[src/rtl/ps2_key_event_ctrl.sv]
// PS/2 key event sequencer: folds E0/F0 prefixes into single {ext, brk, code}
// events, queues them in a small first-word-fall-through FIFO and throttles
// the receiver through rx_en while the queue is full.
module ps2_key_event_ctrl #(
  parameter int FIFO_AW        = 2,
  parameter int TIMEOUT_CYCLES = 100000
) (
  input  logic       clk,
  input  logic       reset,
  input  logic       rx_done_tick,
  input  logic [7:0] dout,
  output logic       rx_en,
  input  logic       rd_tick,
  output logic [7:0] key_code,
  output logic       key_ext,
  output logic       key_brk,
  output logic       empty,
  output logic       full,
  output logic       seq_error
);

  localparam int DEPTH = 2 ** FIFO_AW;
  localparam int CW    = (TIMEOUT_CYCLES > 2) ? $clog2(TIMEOUT_CYCLES) : 1;
  localparam logic [CW-1:0]      TERM      = CW'(TIMEOUT_CYCLES - 1);
  localparam logic [FIFO_AW:0]   DEPTH_CNT = (FIFO_AW + 1)'(DEPTH);

  typedef enum logic [1:0] {IDLE, EXT, BRK, EXT_BRK} state_t;

  state_t               state_reg, state_next;
  logic [CW-1:0]        cnt_reg;
  logic                 seq_error_reg;
  logic [9:0]           mem [DEPTH];
  logic [FIFO_AW-1:0]   wr_ptr_reg, rd_ptr_reg;
  logic [FIFO_AW:0]     count_reg;

  logic                 push_req;
  logic [9:0]           push_data;
  logic                 byte_err;
  logic                 timeout;
  logic                 pop;
  logic                 push_ok;
  logic                 drop;
  logic                 is_empty;
  logic                 is_full;
  logic [9:0]           head;

  // Classify the incoming byte against the current prefix state; a stalled
  // prefix (no byte before terminal count) is abandoned.
  always_comb begin
    state_next = state_reg;
    push_req   = 1'b0;
    push_data  = {2'b00, dout};
    byte_err   = 1'b0;
    timeout    = 1'b0;
    if (rx_done_tick) begin
      if (dout == 8'h00 || dout == 8'hFF) begin
        // receiver overrun marker: whatever sequence was in flight is lost
        byte_err   = 1'b1;
        state_next = IDLE;
      end else begin
        case (state_reg)
          IDLE: begin
            if (dout == 8'hE0) begin
              state_next = EXT;
            end else if (dout == 8'hF0) begin
              state_next = BRK;
            end else if (!(dout inside {8'hAA, 8'hFA, 8'hEE, 8'hFE})) begin
              push_req  = 1'b1;
              push_data = {2'b00, dout};
            end
          end
          EXT: begin
            if (dout == 8'hF0) begin
              state_next = EXT_BRK;
            end else if (dout == 8'hE0) begin
              byte_err = 1'b1;
            end else begin
              push_req   = 1'b1;
              push_data  = {2'b10, dout};
              state_next = IDLE;
            end
          end
          BRK: begin
            state_next = IDLE;
            if (dout == 8'hE0 || dout == 8'hF0) begin
              byte_err = 1'b1;
            end else begin
              push_req  = 1'b1;
              push_data = {2'b01, dout};
            end
          end
          EXT_BRK: begin
            state_next = IDLE;
            if (dout == 8'hE0 || dout == 8'hF0) begin
              byte_err = 1'b1;
            end else begin
              push_req  = 1'b1;
              push_data = {2'b11, dout};
            end
          end
          default: state_next = IDLE;
        endcase
      end
    end else if (state_reg != IDLE && cnt_reg == TERM) begin
      timeout    = 1'b1;
      state_next = IDLE;
    end
  end

  assign is_empty = (count_reg == '0);
  assign is_full  = (count_reg == DEPTH_CNT);
  assign pop      = rd_tick & ~is_empty;
  // a pop in the same cycle frees the slot the push needs
  assign push_ok  = push_req & (~is_full | pop);
  assign drop     = push_req & is_full & ~pop;

  // Prefix FSM, inter-byte timeout counter and error pulse.
  always_ff @(posedge clk) begin
    if (reset) begin
      state_reg     <= IDLE;
      cnt_reg       <= '0;
      seq_error_reg <= 1'b0;
    end else begin
      state_reg     <= state_next;
      seq_error_reg <= byte_err | timeout | drop;
      if (state_reg == IDLE || rx_done_tick || timeout) begin
        cnt_reg <= '0;
      end else begin
        cnt_reg <= cnt_reg + 1'b1;
      end
    end
  end

  // FIFO pointers and occupancy.
  always_ff @(posedge clk) begin
    if (reset) begin
      wr_ptr_reg <= '0;
      rd_ptr_reg <= '0;
      count_reg  <= '0;
    end else begin
      if (push_ok) wr_ptr_reg <= wr_ptr_reg + 1'b1;
      if (pop)     rd_ptr_reg <= rd_ptr_reg + 1'b1;
      case ({push_ok, pop})
        2'b10:   count_reg <= count_reg + 1'b1;
        2'b01:   count_reg <= count_reg - 1'b1;
        default: count_reg <= count_reg;
      endcase
    end
  end

  // Event storage; contents need no reset because empty gates the head.
  always_ff @(posedge clk) begin
    if (push_ok) mem[wr_ptr_reg] <= push_data;
  end

  assign head      = mem[rd_ptr_reg];
  assign key_code  = is_empty ? 8'h00 : head[7:0];
  assign key_brk   = is_empty ? 1'b0  : head[8];
  assign key_ext   = is_empty ? 1'b0  : head[9];
  assign empty     = is_empty;
  assign full      = is_full;
  assign rx_en     = ~is_full;
  assign seq_error = seq_error_reg;

endmodule

[config.mk]
export PLATFORM = sky130hd
export DESIGN_NAME = ps2_key_event_ctrl
export DESIGN_NICKNAME = d
export VERILOG_FILES = /design/src/rtl/ps2_key_event_ctrl.sv
export SDC_FILE = /design/constraint.sdc
export NUM_CORES = 1
export LEC_CHECK = 0
export CORE_ASPECT_RATIO = 0.8
export CORE_UTILIZATION = 55
export CTS_CLUSTER_SIZE = 8
export DETAILED_ROUTE_END_ITERATION = 8
export PLACE_DENSITY = 0.76
export SLEW_MARGIN = 10
export SYNTH_ARGS = -nofsm -noshare
export SYNTH_HDL_FRONTEND = slang
export SYNTH_SLANG_ARGS = --single-unit
[constraint.sdc]
create_clock -name clk -period 4.5 [get_ports clk]
set_input_delay 0.675 -clock clk [delete_from_list [all_inputs] [get_ports clk]]
set_output_delay 0.675 -clock clk [all_outputs]
set_load 0.02 [all_outputs]
==> results.py, run 1 <==
metrics = {
    "timing": {
        "relSlewSlack_pct": 47.2,
        "tightest_slew_ns": 0.784,
        "setup_violations": 0,
        "timing.final.crit_period_ns": 3.17,
        "rsz0062_at_grt": "false",
        "fmax_mhz": 315,
        "drv_slew": 0,
        "finalHoldViolations": 0,
        "fin_crit_sh_pct": 70.5,
        "setup_tns_ns": 0,
        "fin_ws_ns": 1.33,
        "clock_skew_ns": 0.00880,
    },
    "cts": {
        "cts_num_sinks": 69,
        "clock_path_buffers": 2,
        "clk_latency_ns": 0.34,
        "htreeDepth": 3,
        "cts_tree": "done",
        "ctsHoldBuffers": 0,
        "cts_root_buf": "clkbuf_8",
        "numCtsBuffers": 9,
        "clk_pin_slew_ns": 0.08,
        "cts_setup_buffers": 0,
        "cts_resized": 0,
    },
    "drt": {
        "viasPerCell": 5.57,
        "drtIter0Drc": 109,
        "drc": 0,
        "routed_wl_um": 5450,
        "route.vias.total": 2037,
        "first_pass_iters": 4,
        "wire_per_inst_um": 14.9,
        "ant_nets": 0,
    },
    "synthesis": {
        "yosysWarnings": 0,
        "netlist_area_mm2": 0.00309,
        "synth_area_leader_cell": "edfxtp_1",
        "async_reset_ff_share_pct": 0,
        "syn_nets": 277,
        "synth-seq-area-share_pct": 57.7,
        "synth_edf_count": 40,
        "ys_ff_latch": 69,
        "ys.flop_type": "edfxtp_1",
        "syn-mean-instance-area_um2": 11.9,
        "synth_top_cell_area_share_pct": 38.9,
        "synthCells": 259,
        "ys_types": 41,
        "synth.area.top_cells": "edfxtp_1 39%, dfxtp_1 19%, mux4_2 7.3%",
    },
    "critical_path": {
        "worstSetupPathType": "input port to register",
        "cp.arrival_ns": 3.38,
        "start_kind": "input port",
        "crit_slowest_cell": "or4_1",
        "path_cells": "clkdlybuf4s50_1, or4_1, o211a_1, o21a_1, nor2_1, fa_1, nor2_1, nand2_1, nand2_1, a31oi_1, a31oi_1",
        "timing.critical_path.required_ns": 4.71,
        "end_kind": "register",
        "cp_slowest_stage_delay_ns": 0.66,
        "path_max_fanout": 17,
    },
    "die": {
        "dieArea_mm2": 0.00592,
        "start_util_pct": 56.8,
        "die_x_um": 85.8,
        "coreArea_mm2": 0.00544,
        "ios": 26,
        "placementRows": 24,
        "fp.dieH_um": 69.0,
    },
    "placement": {
        "placed_cell_area_mm2": 0.00339,
        "dp_slack_ns": 0.985,
        "dp_hpwl_um": 3700,
        "finalWeightedCongestion": 0.816,
        "portBuffers": 25,
    },
    "power": {
        "power_density_mw_per_mm2": 506,
        "total_leakage_power_nw": 1.19,
        "peakVddDrop_v": 0.000214,
    },
    "flow_run": {
        "drv_cap": 0,
    },
    "final_layout": {
        "final_cell_area_mm2": 0.00360,
        "fin_nets": 302,
        "drive_above_1_share_pct": 10.1,
        "largest_reg_flops": 40,
        "final_util_pct": 66.3,
        "syn_to_final_growth_pct": 16.6,
        "diodes": 0,
    },
    "grt": {
        "track_usage_pct": 20.9,
        "antenna_found_initial": 0,
        "grt_pass1_vias": 1988,
        "grt_first_pass_wirelength_um": 9250,
        "overflow": 0,
        "grt_max_degree": 18,
    },
    "run_status": {
        "status": "finished, final reports clean",
    },
    "worst_hold_path": {
        "hold_class": "register to register",
    },
}
==> layout by cell type, fill, tap and decap left out, types with 2 or more instances in the layout <==
master and n:
edfxtp_1 40, nor2_1 32, dfxtp_1 29, clkdlybuf4s50_1 25, nand2_1 15, nor2b_1 12
mux4_2 10, nand3_1 10, xnor2_1 10, clkbuf_8 9, inv_1 8, o21ai_0 8
and3_1 8, xor2_1 7, nand4_1 6, a21oi_1 5, ha_1 5, nor3_1 4
nand2b_1 4, or4_1 3, and4_1 3, or4b_1 3, nor4_1 3, a31oi_1 3
o211a_1 2, o21a_1 2, or3_1 2, nand4b_1 2, clkinvlp_4 2, bufinv_16 2
==> cell usage after synthesis, types with 3 or more instances <==
master    count
ha_1          5
edfxtp_1     40
inv_1         8
and4_1        3
or4_1         3
o21ai_0       8
nor4_1        3
nand2b_1      4
dfxtp_1      29
nor3_1        4
a31oi_1       3
nor2b_1      12
nand3_1      10
or4b_1        3
and3_1        8
xnor2_1      10
nand4_1       6
nor2_1       32
mux4_2       10
clkbuf_1      7
xor2_1        7
a21oi_1       5
nand2_1      15
==> metal layers <==
metal / global-route usage (%) / vias up / part of all wire [%]
li1: - / 995 / -
met1: 25.9 / 972 / 46
met2: 32.9 / 57 / 47
met3: 8.50 / 13 / 4.8
met4: 7.78 / 0 / 2.4
met5: 0 / - / 0
==> worst max-delay path, delay by kind of cell <==
family	cells	cell delay [ns]
and+or+nand+nor	5	1.06
adders and majority gates	1	0.27
buffers and inverters	1	0.51
AOI/OAI and AO/OA	4	0.86
==> through the flow <==
step | std cells | hold slack [ns] | total power (W)
after detailed placement | 351 | 0.432 | 0.00131
after global routing | 366 | 0.465 | 0.00191
after global placement | 351 | 0.425 | 0.00130
after CTS | 366 | 0.444 | 0.00184
after floorplan | 259 | 0.413 | 0.00111
final | 366 | 0.441 | 0.00182
==> worst paths after layout <==
check,endpoint,cells after the start,start,slack [ns]
max,count_reg[2],11,dout[1],1.33
max reg2reg,count_reg[1],8,state_reg[1],2.14
min reg2reg,cnt_reg[0],1,cnt_reg[0],0.44
min,cnt_reg[0],1,cnt_reg[0],0.44
==> kinds of logic (layout without fill, tap and decap cells) <==
kind of cell | after synthesis | after routing | synth area share (%)
multiplexers | 12 | 12 | 7.98
flip-flops | 69 | 69 | 57.7
buffers and inverters | 20 | 49 | 2.75
AO/OA/AOI/OAI | 24 | 24 | 4.86
adder cells (fa/ha/maj) | 6 | 6 | 2.67
XOR/XNOR | 17 | 17 | 4.82
AND/OR/NAND/NOR | 111 | 111 | 19.2
==> power by group <==
part	internal (W)	switching, W	leakage (nW)
sequential	0.000736	0.0000605	0.602
clock	0.000308	0.000227	0.101
combinational	0.000252	0.000237	0.487
==> area by class of cell <==
| class | instances | area (µm²) |
|---|---|---|
| Multi-Input combinational cell | 170 | 1220 |
| Sequential cell | 69 | 1780 |
| Clock buffer | 9 | 124 |
| Inverter | 8 | 30.0 |
| Clock inverter | 6 | 88.8 |
| Fill cell | 434 | 1830 |
| Tap cell | 78 | 97.6 |
| Timing Repair Buffer | 26 | 258 |
No activity file was read; power rests on OpenSTA's default activity.
==> run 2, diff against run 1 <==
--- a/config.mk
+++ b/config.mk
@@ -6,7 +6,7 @@
 export NUM_CORES = 1
 export LEC_CHECK = 0
 export CORE_ASPECT_RATIO = 0.8
-export CORE_UTILIZATION = 55
+export CORE_UTILIZATION = 52
 export CTS_CLUSTER_SIZE = 8
 export DETAILED_ROUTE_END_ITERATION = 8
 export PLACE_DENSITY = 0.76
==> constraint.sdc (replaced) <==
create_clock -name clk -period 2.7 [get_ports clk]
set_input_delay 0.405 -clock clk [delete_from_list [all_inputs] [get_ports clk]]
set_output_delay 0.405 -clock clk [all_outputs]
set_load 0.02 [all_outputs]
==> run 2 against run 1 <==
Net effect:
- critical path depth decreased by 2
- die area increased by 5.6%
- first-iteration DRC count increased by 39%
- register-to-register slack got worse by 1.5 ns
- clock power increased by 36%
- sequential share of layout area decreased by 1.3 points
- critical endpoint is now count_reg[1]
==> results.py, run 2 (synthesis results as in run 1) <==
metrics = {
    "run_status": {
        "status": "finished, final reports clean",
    },
    "drt": {
        "routed_wl_um": 5680,
        "ant_nets": 0,
        "wire_per_inst_um": 14.8,
        "drtIter0Drc": 151,
        "route.vias.total": 2048,
        "drc": 0,
        "first_pass_iters": 5,
        "viasPerCell": 5.35,
    },
    "critical_path": {
        "timing.critical_path.required_ns": 2.92,
        "rrSetupSlack_ns": 0.61,
        "path_cells": "clkdlybuf4s50_1, or4_1, o211a_1, o21a_1, nor2_1, fa_2, nand2b_1, or3_1, nand4_1",
        "cp.arrival_ns": 2.79,
        "ff2ff_path_depth": 7,
        "timing.rr.start": "count_reg[0]",
        "path_delay_family": "simple AND/OR/NAND/NOR gates",
        "cp_slowest_stage_delay_ns": 0.63,
        "path_max_fanout": 4,
        "r2r_end": "count_reg[1]",
        "start_kind": "input port",
        "end_kind": "register",
        "crit_slowest_cell": "or4_1",
        "worstSetupPathType": "input port to register",
        "cp_num_buf_inv": 1,
    },
    "power": {
        "power_density_mw_per_mm2": 793,
        "total_leakage_power_nw": 1.25,
        "peakVddDrop_v": 0.000408,
        "totalPowerFinal_w": 0.00293,
    },
    "final_layout": {
        "largest_reg_flops": 40,
        "diodes": 0,
        "mostFrequentLayoutCell": "edfxtp_1",
        "layout_common_cells": "40 x edfxtp_1, 32 x nor2_1, 29 x dfxtp_1",
        "drive_above_1_share_pct": 15.4,
        "fin_nets": 318,
        "syn_to_final_growth_pct": 19.7,
    },
    "cts": {
        "ctsHoldBuffers": 0,
        "clk_pin_slew_ns": 0.07,
        "clock_path_buffers": 2,
        "htreeDepth": 3,
        "cts_root_buf": "clkbuf_8",
        "cts_num_sinks": 69,
        "cts_tree": "done",
        "clk_latency_ns": 0.34,
        "numCtsBuffers": 9,
    },
    "placement": {
        "portBuffers": 25,
        "dp_slack_ns": -0.165,
        "finalWeightedCongestion": 0.789,
        "dp_hpwl_um": 4010,
    },
    "timing": {
        "tightest_slew_ns": 0.751,
        "clock_skew_ns": 0.00916,
        "relSlewSlack_pct": 49.4,
        "setup_violations": 0,
        "fin_crit_sh_pct": 95.1,
        "fmax_mhz": 389,
        "rsz0062_at_grt": "false",
        "finalHoldViolations": 0,
        "fin_ws_ns": 0.132,
        "drv_slew": 0,
        "timing.final.crit_period_ns": 2.57,
        "setup_tns_ns": 0,
    },
    "grt": {
        "grt_pass1_vias": 1971,
        "overflow": 0,
        "antenna_found_initial": 0,
        "grt_first_pass_wirelength_um": 9290,
        "grt_max_degree": 18,
        "track_usage_pct": 20.2,
    },
    "flow_run": {
        "drv_cap": 0,
    },
    "die": {
        "die_x_um": 88.2,
        "start_util_pct": 55.3,
        "coreArea_mm2": 0.00559,
        "fp.dieH_um": 70.9,
        "ios": 26,
        "dieArea_mm2": 0.00626,
        "placementRows": 24,
    },
    "worst_hold_path": {
        "hold_start": "cnt_reg[0]",
        "whs_endpoint": "cnt_reg[0]",
        "holdPathStages": 1,
        "hold_class": "register to register",
    },
}
[run 2: cell count changes in the layout (fill, tap and decap cells not counted)]
cell | previous run | this run
buf_4 | 1 | 16
bufinv_16 | 2 | 0
buf_12 | 0 | 1
clkinv_2 | 1 | 2
clkinvlp_4 | 2 | 3
fa_1 | 1 | 0
fa_2 | 0 | 1
inv_6 | 0 | 1
[run 2: repair_timing]
action / 4_1_cts / 5_1_grt
hold endpoints to repair: 0 / 0
buffers inserted: 0 / 0
resized for setup: 0 / 1
endpoints found under the setup margin: 0 / 1
[run 2: stage by stage]
stage | cells | hold WS (ns) | area (µm²) | utilization (%)
floorplan | 259 | 0.413 | 3090 | -
global placement | 367 | 0.426 | 3520 | 63.1
detailed placement | 367 | 0.439 | 3520 | 63.1
CTS | 383 | 0.449 | 3700 | 66.2
global route | 383 | 0.472 | 3700 | 66.2
finish | 383 | 0.443 | 3700 | 66.2
[run 2: final cells by class]
class | instances | area [µm²]
Timing Repair Buffer | 42 | 390
Fill cell | 448 | 1890
Multi-Input combinational cell | 170 | 1220
Sequential cell | 69 | 1780
Clock buffer | 9 | 124
Clock inverter | 7 | 50.0
Tap cell | 78 | 97.6
Inverter | 8 | 30.0
[run 2: report_power, final]
group | switching (W) | total, W | internal (W)
clock | 0.000397 | 0.000730 | 0.000334
combinational | 0.000454 | 0.000912 | 0.000458
sequential | 0.0000661 | 0.00129 | 0.00123
[run 2: how the worst max path moves through the flow]
stage / from / endpoint / slack, ns / depth (start not counted)
final: dout[1] / count_reg[1] / 0.13 / 9
after global routing: dout[1] / count_reg[2] / 0.004 / 11
after CTS: register / key_code[3] / 0.15 / 4
after detailed placement: dout[1] / count_reg[1] / -0.17 / 9
after global placement: dout[1] / count_reg[1] / -0.12 / 9
after floorplan: dout[1] / count_reg[1] / 0.04 / 11
[run 2: per-layer routing]
| layer | part of all wire [%] | GRT usage (%) | vias up | routed length, µm |
|---|---|---|---|---|
| met5 | 0 | 0 | - | 0 |
| met4 | 0.58 | 5.56 | 0 | 33 |
| met3 | 6.2 | 6.65 | 5 | 354 |
| met2 | 49 | 32.6 | 61 | 2780 |
| met1 | 44 | 26.3 | 953 | 2520 |
| li1 | - | - | 1029 | - |
==> run 3, diff against run 2 <==
--- a/config.mk
+++ b/config.mk
@@ -14,3 +14,4 @@
 export SYNTH_ARGS = -nofsm -noshare
 export SYNTH_HDL_FRONTEND = slang
 export SYNTH_SLANG_ARGS = --single-unit
+export TNS_END_PERCENT = 20
==> results of run 3 <==
The final DEF is identical to that of run 2; final timing and power are the same.
